[config.mk]
export PLATFORM = sky130hd
export DESIGN_NAME = fft_out_streamer
export DESIGN_NICKNAME = d
export VERILOG_FILES = /design/src/rtl/fft_pkg.sv /design/src/rtl/fft_out_streamer.sv
export SDC_FILE = /design/constraint.sdc
export NUM_CORES = 1
export LEC_CHECK = 0
export CORE_MARGIN = 4
export CORE_UTILIZATION = 39
export CTS_BUF_LIST = sky130_fd_sc_hd__clkbuf_8
export DETAILED_ROUTE_END_ITERATION = 8
export MAX_ROUTING_LAYER = met4
export PLACE_DENSITY = 0.79
export SLEW_MARGIN = 20
export SYNTH_ARGS = -nofsm -noshare
export SYNTH_HDL_FRONTEND = slang
export SYNTH_SLANG_ARGS = --single-unit
[constraint.sdc]
create_clock -name clk -period 1.9 [get_ports clk]
set_clock_uncertainty 0.1 [all_clocks]
set_input_delay 0.38 -clock clk [delete_from_list [all_inputs] [get_ports clk]]
set_output_delay 0.38 -clock clk [all_outputs]
set_load 0.02 [all_outputs]
[src/rtl/fft_pkg.sv]
// Shared FFT definitions: frame size, widths, output-streamer state encoding
// and the 3-bit bit-reverse helper.
package fft_pkg;

   localparam int N_POINTS = 8;
   localparam int ADDR_W   = 3;
   localparam int DATA_W   = 32;

   typedef enum logic {
      OS_IDLE,
      OS_STREAM
   } out_state_t;

   function automatic logic [ADDR_W-1:0] bitrev3(input logic [ADDR_W-1:0] a);
      return {a[0], a[1], a[2]};
   endfunction

endpackage

[src/rtl/fft_out_streamer.sv]
// Drains the 8-point FFT result buffer as a valid/ready stream of complex bins.
// Optional macro FFT_OUT_BITREV_EN: fetch bins from bit-reversed buffer addresses.
module fft_out_streamer
   import fft_pkg::*;
#(
   parameter int DATA_W = fft_pkg::DATA_W
) (
   input  logic              clk,
   input  logic              rst_n,
   input  logic              start,
   output logic              busy,
   output logic              done,
   output logic [2:0]        rd_addr_out,
   input  logic [DATA_W-1:0] rd_re_out,
   input  logic [DATA_W-1:0] rd_im_out,
   output logic              out_valid,
   input  logic              out_ready,
   output logic [DATA_W-1:0] out_re,
   output logic [DATA_W-1:0] out_im,
   output logic [2:0]        out_idx,
   output logic              out_last
);

   localparam logic [ADDR_W-1:0] LAST_IDX = ADDR_W'(N_POINTS - 1);
   localparam logic [ADDR_W-1:0] PRE_LAST = ADDR_W'(N_POINTS - 2);

   out_state_t        state;
   logic [ADDR_W-1:0] cnt;

   function automatic logic [ADDR_W-1:0] addr_map(input logic [ADDR_W-1:0] k);
`ifdef FFT_OUT_BITREV_EN
      return bitrev3(k);
`else
      return k;
`endif
   endfunction

   // Prefetch address: the bin after the one held in the output register.
   // At cnt==7 it wraps to map(0); nothing is fetched there.
   assign rd_addr_out = (state == OS_STREAM) ? addr_map(cnt + ADDR_W'(1))
                                             : addr_map('0);

   assign out_idx = cnt;

   // Valid/ready: a bin transfers on any rising edge where out_valid and
   // out_ready are both high; while out_valid && !out_ready the bin holds.
   always_ff @(posedge clk or negedge rst_n) begin
      if (!rst_n) begin
         state     <= OS_IDLE;
         cnt       <= '0;
         busy      <= 1'b0;
         done      <= 1'b0;
         out_valid <= 1'b0;
         out_last  <= 1'b0;
         out_re    <= '0;
         out_im    <= '0;
      end else begin
         done <= 1'b0;
         case (state)
            OS_IDLE: begin
               if (start) begin
                  state     <= OS_STREAM;
                  out_re    <= rd_re_out;
                  out_im    <= rd_im_out;
                  cnt       <= '0;
                  out_valid <= 1'b1;
                  busy      <= 1'b1;
                  out_last  <= 1'b0;
               end
            end
            OS_STREAM: begin
               // out_valid is always high here, so out_ready alone is the handshake.
               if (out_ready) begin
                  if (cnt == LAST_IDX) begin
                     state     <= OS_IDLE;
                     out_valid <= 1'b0;
                     busy      <= 1'b0;
                     done      <= 1'b1;
                     cnt       <= '0;
                     out_last  <= 1'b0;
                  end else begin
                     out_re   <= rd_re_out;
                     out_im   <= rd_im_out;
                     cnt      <= cnt + ADDR_W'(1);
                     out_last <= (cnt == PRE_LAST);
                  end
               end
            end
            default: state <= OS_IDLE;
         endcase
      end
   end

endmodule

Word level (Yosys, flattened, before mapping)
Cells that the tools add are included.
- register bits after elaboration: 71
- bits in latches: 0
- RAM bits: 0
- memory bits (read-only): 0
- input port bits: 68
- output and inout bits: 74
- word-level logic and storage cells: 46
- memories kept: 0
- add/subtract/negate cells: 1
- $mul: 0
- divide/modulo/power cells: 0
- $lt $le $gt $ge: 0
- eq/ne operators: 6
- shift operators: 0
- mux-type cells: 28
- bitwise gates (word level): 1
- reductions and logical operators: 3
- operator list (kind ; count):
    two-way mux 32 bit ; 6
    case mux 32 bit (2 select lines) ; 2
    two-way mux 1 bit ; 12
    two-way mux 3 bit ; 4
    equality test 3 bit (second input constant) ; 2
    inequality test 2 bit (second input constant) ; 3
    case mux 1 bit (2 select lines) ; 3
    case mux 3 bit (2 select lines) ; 1
    AND reduction 3 bit ; 2
    adder 3 x 1 -> 3 bit (second input constant) ; 1
    inequality test 2 x 1 -> 1 bit (second input constant) ; 1
    AND reduction 2 bit ; 1
    NOT 1 bit ; 1

Longest topological paths before layout
Gate-level depths: netlist (run 1).
- word-level depth: 4
- mapped depth: 7
- depth with buffers taken out: 5

Worst setup path before layout (run 1)
OpenSTA, ideal clock, no wires.
- path kind: flip-flop to flip-flop
- start point: reg cnt[0] (netlist: out_idx[0])
- end point: reg out_im[0]
- library setup time: 125 ps
- data arrival time: 1743 ps
- data required time: 1675 ps
- path slack: -68 ps
- cell stages (with the launch flop): 8
- buffers on the path: 2
- period minus slack after synthesis: 1968 ps
- path through: dfrtp_1 -> ha_1 -> ha_1 -> nand3b_1 -> o21a_1 -> buf_6 -> buf_12 -> mux2_4
- cells in the longest elaborated chain, start to end: 3
- ends and longest elaborated chain (item ; line ; RTL):
    from (decl) ; fft_out_streamer.sv:28 ; logic [ADDR_W-1:0] cnt;
    from (signal assigned) ; fft_out_streamer.sv:84 ; cnt <= cnt + ADDR_W'(1);
    equality test 3 bit ; fft_out_streamer.sv:74 ; if (cnt == LAST_IDX) begin
    inequality test 2 bit (no source line) ; - ;
    AND reduction 3 bit (no source line) ; - ;
    to (signal assigned) ; fft_out_streamer.sv:64 ; out_im <= rd_im_out;
    to (signal assigned) ; fft_out_streamer.sv:83 ; out_im <= rd_im_out;
    to (decl) ; fft_out_streamer.sv:19 ; output logic [DATA_W-1:0] out_im,
Every way passes these cells.
A chain may end at the register's enable or synchronous reset.

Worst setup path in the final report (run 1)
- start point: reg cnt[0] (netlist: out_idx[0])
- end point: out rd_addr_out[2]
- cells in the longest elaborated chain, start to end: 2
- ends and longest elaborated chain (item ; line ; RTL):
    adder 3 x 1 -> 3 bit ; fft_out_streamer.sv:40 ; assign rd_addr_out = (state == OS_STREAM) ? addr_map(cnt + ADDR_W'(1))
    two-way mux 3 bit ; fft_out_streamer.sv:40 ;
    to (decl) ; fft_out_streamer.sv:13 ; output logic [2:0] rd_addr_out,
Every way passes these cells.

==> impl_metrics.env, run 1 <==
export IMPL_drv_cap=0
export IMPL_grt_pass1_wl_mm=11.5
export IMPL_coreArea_mm2=0.00773
export IMPL_critical_path_class="register to output pin"
export IMPL_die_height_um=97.1
export IMPL_outcome="finished with violations"
export IMPL_synth_common_cells="dfrtp_1 (71), mux2_4 (60), buf_12 (6)"
export IMPL_synth_area_mm2=0.00310
export IMPL_drt_iter0_markers=41
export IMPL_reg2reg_from="out_idx[0]"
export IMPL_ir_worst_vdd_mv=0.861
export IMPL_power_density_mw_per_mm2=1510
export IMPL_syn_inst=178
export IMPL_synthToLayoutAreaGrowth_pct=58.3
export IMPL_max_slew_margin=0.694
export IMPL_synth_seq_area_share=0.574
export IMPL_die_w_um=97.1
export IMPL_drive_gt1_frac=0.305
export IMPL_dp_hpwl_mm=5.30
export IMPL_cts_root_buf="clkbuf_8"
export IMPL_cts_htree_levels=3
export IMPL_violations="negative setup slack"
export IMPL_end_kind="output pin"
export IMPL_cts_sinks=71
export IMPL_slowest_stage="dfrtp_2"
export IMPL_synth_seq_cells=71
export IMPL_io_pins=142
export IMPL_grt_total_usage=0.157
export IMPL_reg2reg_setup_slack_ps=100
export IMPL_slowest_delay_ps=430
export IMPL_post_place_cells=424
export IMPL_synth_top_cell_by_area="dfrtp_1"
export IMPL_endpoint="rd_addr_out[2]"
export IMPL_holdPathStages=1
export IMPL_synth_area_top_cells="dfrtp_1 (57%), mux2_4 (29%), buf_12 (3.9%)"
export IMPL_r2r_end="out_im[9]"
export IMPL_syn_avg_cell_area_um2=17.4
export IMPL_finalSetupViolCount=1
export IMPL_ys_types=25
export IMPL_drtAntennaViolNets=0
export IMPL_worst_setup_path_start_kind="register"
export IMPL_yosysMostFrequentCell="dfrtp_1"
export IMPL_cp_top_family="adder cells"
export IMPL_rr_worst_depth=6
export IMPL_fin_crit_sh=1.01
export IMPL_power_leakage_nw=2.25
export IMPL_fmax_mhz=523
export IMPL_first_pass_iters=2
export IMPL_grt_pass1_vias=2286
export IMPL_post_cts_buffers=0
export IMPL_synthFlopType="dfrtp_1"
export IMPL_drc=0
export IMPL_io_buffers=141
export IMPL_wirelength_mm=7.08
export IMPL_rsz0062_at_grt="yes"
export IMPL_hold_path_class="register to register"
export IMPL_nets=406
export IMPL_overflow=0
export IMPL_initial_utilization=0.401
export IMPL_vias_per_cell=4.57
export IMPL_finalMaxSlewViolations=0
export IMPL_critPathMostFrequentCell="ha_4"
export IMPL_crit_fanout=3
export IMPL_synth_nets=250
export IMPL_synth_edf_count=0
export IMPL_gp_congestion=0.843
export IMPL_vias=2012
export IMPL_crit_buf_inv=1
export IMPL_cts_tree="done"
export IMPL_critPathLaunch="out_idx[0]"
export IMPL_ys_warn_count=0
export IMPL_tightest_slew_ps=460
export IMPL_cp_depth=4
export IMPL_stdcell_count=440
export IMPL_rows=32
export IMPL_diodes=0
export IMPL_grt_max_degree=38
export IMPL_arrival_ps=1430
export IMPL_async_flop_share=1.00
export IMPL_n_fill_cell=588
export IMPL_period_needed_ps=1910
export IMPL_layout_setup_ws_ps=-10.4
export IMPL_clk_latency_ps=320
export IMPL_hold_slack_ps=408
export IMPL_cts_path_max_buffers=2
export IMPL_wl_per_cell_um=16.1
export IMPL_dieArea_mm2=0.00943
export IMPL_clk_pin_slew_worst_paths_ps=70
export IMPL_synth_top_area_frac=0.574
export IMPL_antenna_found_initial=0
export IMPL_numCtsBuffers=9
export IMPL_timing_hold_violations_final=0
export IMPL_crit_required_ps=1420
export IMPL_worstPathCellList="ha_4 > ha_4 > and2_4 > buf_6"
report_power, final:
part | switching, W | internal (W) | leakage, nW
sequential | 0.000338 | 0.00206 | 0.830
combinational | 0.00159 | 0.00216 | 1.31
clock | 0.000552 | 0.000730 | 0.105
worst min path at each step:
stage | start | end | slack [ps]
after floorplan | rst_n | done | -20
after global placement | rst_n | out_re[18] | 270
after detailed placement | rst_n | out_re[18] | 270
after CTS | out_im[27] | out_im[27] | 410
after global routing | out_im[28] | out_im[28] | 420
final | out_im[27] | out_im[27] | 410
flip-flops by register name (all words and copies together) (netlist names):
name / cells
out_last: 1
out_idx: 3
state: 1
done: 1
out_im: 32
out_re: 32
out_valid: 1
cell usage in the layout (no fill, tap or decap), types with 3 or more instances in the layout:
cell,count
nand2_1,3
clkbuf_8,9
buf_12,5
buf_4,9
clkdlybuf4s50_1,132
mux2_4,60
dfrtp_1,69
dlygate4sd2_1,4
mux2_2,5
inv_1,3
nor2_1,3
metrics by stage:
step / area (um2) / setup slack (ps) / util / power [W] / TNS [ps]
floorplan: 3110 / 12.6 / - / 0.00453 / 0
global placement: 4660 / -150 / 0.603 / 0.00610 / -490
detailed placement: 4660 / -155 / 0.603 / 0.00617 / -1250
CTS: 4870 / -112 / 0.630 / 0.00742 / -112
global route: 4900 / -69.6 / 0.635 / 0.00779 / -99.2
finish: 4900 / -10.4 / 0.635 / 0.00743 / -10.4
what timing repair did:
| item | CTS | global route |
|---|---|---|
| pin swaps | 0 | 1 |
| gates resized for setup | 13 | 8 |
| hold buffers | 1 | 0 |
| endpoints found under the setup margin | 6 | 4 |
| endpoints found under the hold margin | 34 | 0 |
cells by family (layout without fill, tap and decap cells):
family	count (synthesis)	count (layout)	share of synthesized area
flops	71	71	0.574
buf+inv	13	173	0.0533
compound gates	8	8	0.0166
mux	66	66	0.312
fa+ha+maj	4	4	0.0162
simple gates	16	16	0.0283
final cells by class:
type | instances | area, um2 | area share
clock inverters | 6 | 86.3 | 0.0176
clock buffers | 9 | 124 | 0.0253
repair buffers | 155 | 1580 | 0.323
flip-flops and latches | 71 | 1780 | 0.363
well taps | 102 | 128 | 0.0260
inverters | 3 | 11.3 | 0.00230
multi-input cells | 94 | 1190 | 0.243
layer usage:
layer,part of all wire,vias up,GRT usage
met5,0,-,-
met4,0.014,0,0.0432
met3,0.066,11,0.0546
met2,0.51,73,0.258
met1,0.41,1002,0.184
li1,-,926,-
(Power assumes the default switching activity.)
==> inputs of run 2 (changes only) <==
- CORE_UTILIZATION: 39 -> 45
- PLACE_DENSITY: 0.79 -> 0.86
- clock period: 1.9 -> 2.45 ns (I/O delays scaled with it)
==> run 2 against run 1 <==
Compared with the run above:
- the run now ends clean
- power down 27%
- sequential cell count unchanged
- sequential share of layout area up 1.4 points
- utilization up 8.7 points
- register-to-register slack better by 320 ps
- first-iteration DRC count down 27%
- clock power down 35%
- wire length up 2.9%
- combinational power down 27%
- non-clock buffer count down 6
- hold slack worse by 400 ps
- setup slack better by 230 ps
- critical endpoint is now rd_addr_out[0]
- highest routed layer unchanged
==> impl_metrics.env, run 2 (synthesis results as in run 1) <==
export IMPL_io_buffers=141
export IMPL_end_kind="output pin"
export IMPL_worstPathCellList="nor2b_1 > clkdlybuf4s50_1"
export IMPL_diodes=0
export IMPL_power_leakage_nw=2.15
export IMPL_die_height_um=91.0
export IMPL_outcome="complete, no violations"
export IMPL_arrival_ps=1640
export IMPL_drtAntennaViolNets=0
export IMPL_coreArea_mm2=0.00653
export IMPL_worst_setup_path_start_kind="register"
export IMPL_critPathLaunch="state"
export IMPL_timing_hold_violations_final=0
export IMPL_gp_congestion=0.889
export IMPL_fin_crit_sh=0.911
export IMPL_rows=29
export IMPL_reg2reg_from="out_idx[0]"
export IMPL_io_pins=142
export IMPL_numCtsBuffers=9
export IMPL_finalMaxSlewViolations=0
export IMPL_switching_share=0.345
export IMPL_final_area_mm2=0.00471
export IMPL_grt_max_degree=54
export IMPL_rsz0062_at_grt="no"
export IMPL_reg2reg_setup_slack_ps=420
export IMPL_crit_required_ps=1860
export IMPL_crit_fanout=10
export IMPL_power_frac_comb=0.504
export IMPL_vias_per_cell=4.87
export IMPL_finalSetupViolCount=0
export IMPL_cts_path_max_buffers=2
export IMPL_tightest_slew_ps=472
export IMPL_cts_root_buf="clkbuf_8"
export IMPL_synthToLayoutAreaGrowth_pct=52.0
export IMPL_power_density_mw_per_mm2=1160
export IMPL_initial_utilization=0.474
export IMPL_period_needed_ps=2230
export IMPL_rr_worst_depth=6
export IMPL_drc=0
export IMPL_grt_pass1_wl_mm=11.7
export IMPL_timing_setup_tns_ps=0
export IMPL_hold_path_class="primary input to async pin"
export IMPL_power_switching_w=0.00188
export IMPL_clk_latency_ps=330
export IMPL_r2r_end="out_re[16]"
export IMPL_layout_cells_most_common_list="clkdlybuf4s50_1 (138), dfrtp_1 (71), mux2_4 (60)"
export IMPL_drv_cap=0
export IMPL_cts_htree_levels=3
export IMPL_grt_total_usage=0.186
export IMPL_fmax_mhz=448
export IMPL_clockPowerShare=0.152
export IMPL_grt_pass1_vias=2248
export IMPL_dieArea_mm2=0.00828
export IMPL_p_int_w=0.00356
export IMPL_clk_pin_slew_worst_paths_ps=80
export IMPL_placed_area_mm2=0.00454
export IMPL_first_pass_iters=4
export IMPL_drive_gt1_frac=0.270
export IMPL_slowest_delay_ps=620
export IMPL_wirelength_mm=7.29
export IMPL_hold_buffers=0
export IMPL_endpoint="rd_addr_out[0]"
export IMPL_critical_path_class="register to output pin"
export IMPL_dp_hpwl_mm=5.37
export IMPL_n_fill_cell=457
export IMPL_cts_tree="done"
export IMPL_seqPwrFrac=0.344
export IMPL_die_w_um=91.0
export IMPL_vias=1995
export IMPL_antenna_found_initial=0
export IMPL_cts_sinks=71
export IMPL_drt_iter0_markers=30
export IMPL_max_slew_margin=0.685
export IMPL_slowest_stage="clkdlybuf4s50_1"
export IMPL_overflow=0
export IMPL_ir_worst_vdd_mv=0.607
export IMPL_wl_per_cell_um=17.8
export IMPL_final_common_cell="clkdlybuf4s50_1"
export IMPL_nets=400
==> run 2: repair_timing <==
item	CTS	global route
gates cloned	0	0
setup buffers	0	0
setup endpoints to repair	2	1
gates resized for setup	2	2
pin swaps	0	0
==> run 2: final cells by class <==
type	instances	area (um2)	share of cell area
clock buffer	11	151	0.0321
timing repair buffer	149	1490	0.315
sequential	71	1780	0.377
tap	77	96.3	0.0205
multi-input combinational	94	1160	0.247
inverter	3	11.3	0.00239
clock inverter	5	25.0	0.00531
==> run 2: critical path, delay by kind of cell (launching register included) <==
kind,cells,cell delay [ps]
buffers and inverters,1,620
flip-flops,1,520
AND/OR/NAND/NOR,1,180
==> run 2: power groups by stage <==
| stage | clock network (W) | registers (W) | logic, W |
|---|---|---|---|
| 2_1_floorplan | 0 | 0.00238 | 0.00112 |
| 3_3_place_gp | 0 | 0.00186 | 0.00275 |
| 3_5_place_dp | 0 | 0.00189 | 0.00279 |
| 4_1_cts | 0.000855 | 0.00188 | 0.00279 |
| 5_1_grt | 0.000909 | 0.00194 | 0.00288 |
| 6_report | 0.000826 | 0.00187 | 0.00274 |
==> run 2: how the worst min path moves through the flow <==
stage / start / slack [ps] / to / depth (start not counted)
after CTS: rst_n / 0.5 / out_re[6] / 1
after global placement: rst_n / 360 / out_re[6] / 1
after detailed placement: rst_n / 370 / out_re[6] / 1
final: rst_n / 4 / out_re[6] / 1
after floorplan: rst_n / 90 / done / 0
after global routing: rst_n / 30 / out_re[6] / 1
==> run 2: through the flow <==
stage / hold WS (ps) / cells / util / power [W] / setup WS, ps
6_report: 4.08 / 410 / 0.721 / 0.00544 / 218
5_1_grt: 28.6 / 410 / 0.721 / 0.00573 / 89.7
4_1_cts: 0.543 / 410 / 0.722 / 0.00552 / 44.0
3_5_place_dp: 373 / 394 / 0.695 / 0.00468 / 167
3_3_place_gp: 357 / 394 / 0.695 / 0.00461 / 221
2_1_floorplan: 94.4 / 178 / - / 0.00350 / 482
==> run 2: metal layers <==
layer,global-route usage,share of wire,vias to the layer above
li1,-,-,917
met1,0.222,0.42,991
met2,0.303,0.51,79
met3,0.0504,0.061,8
met4,0.0704,0.012,0
met5,-,0,-
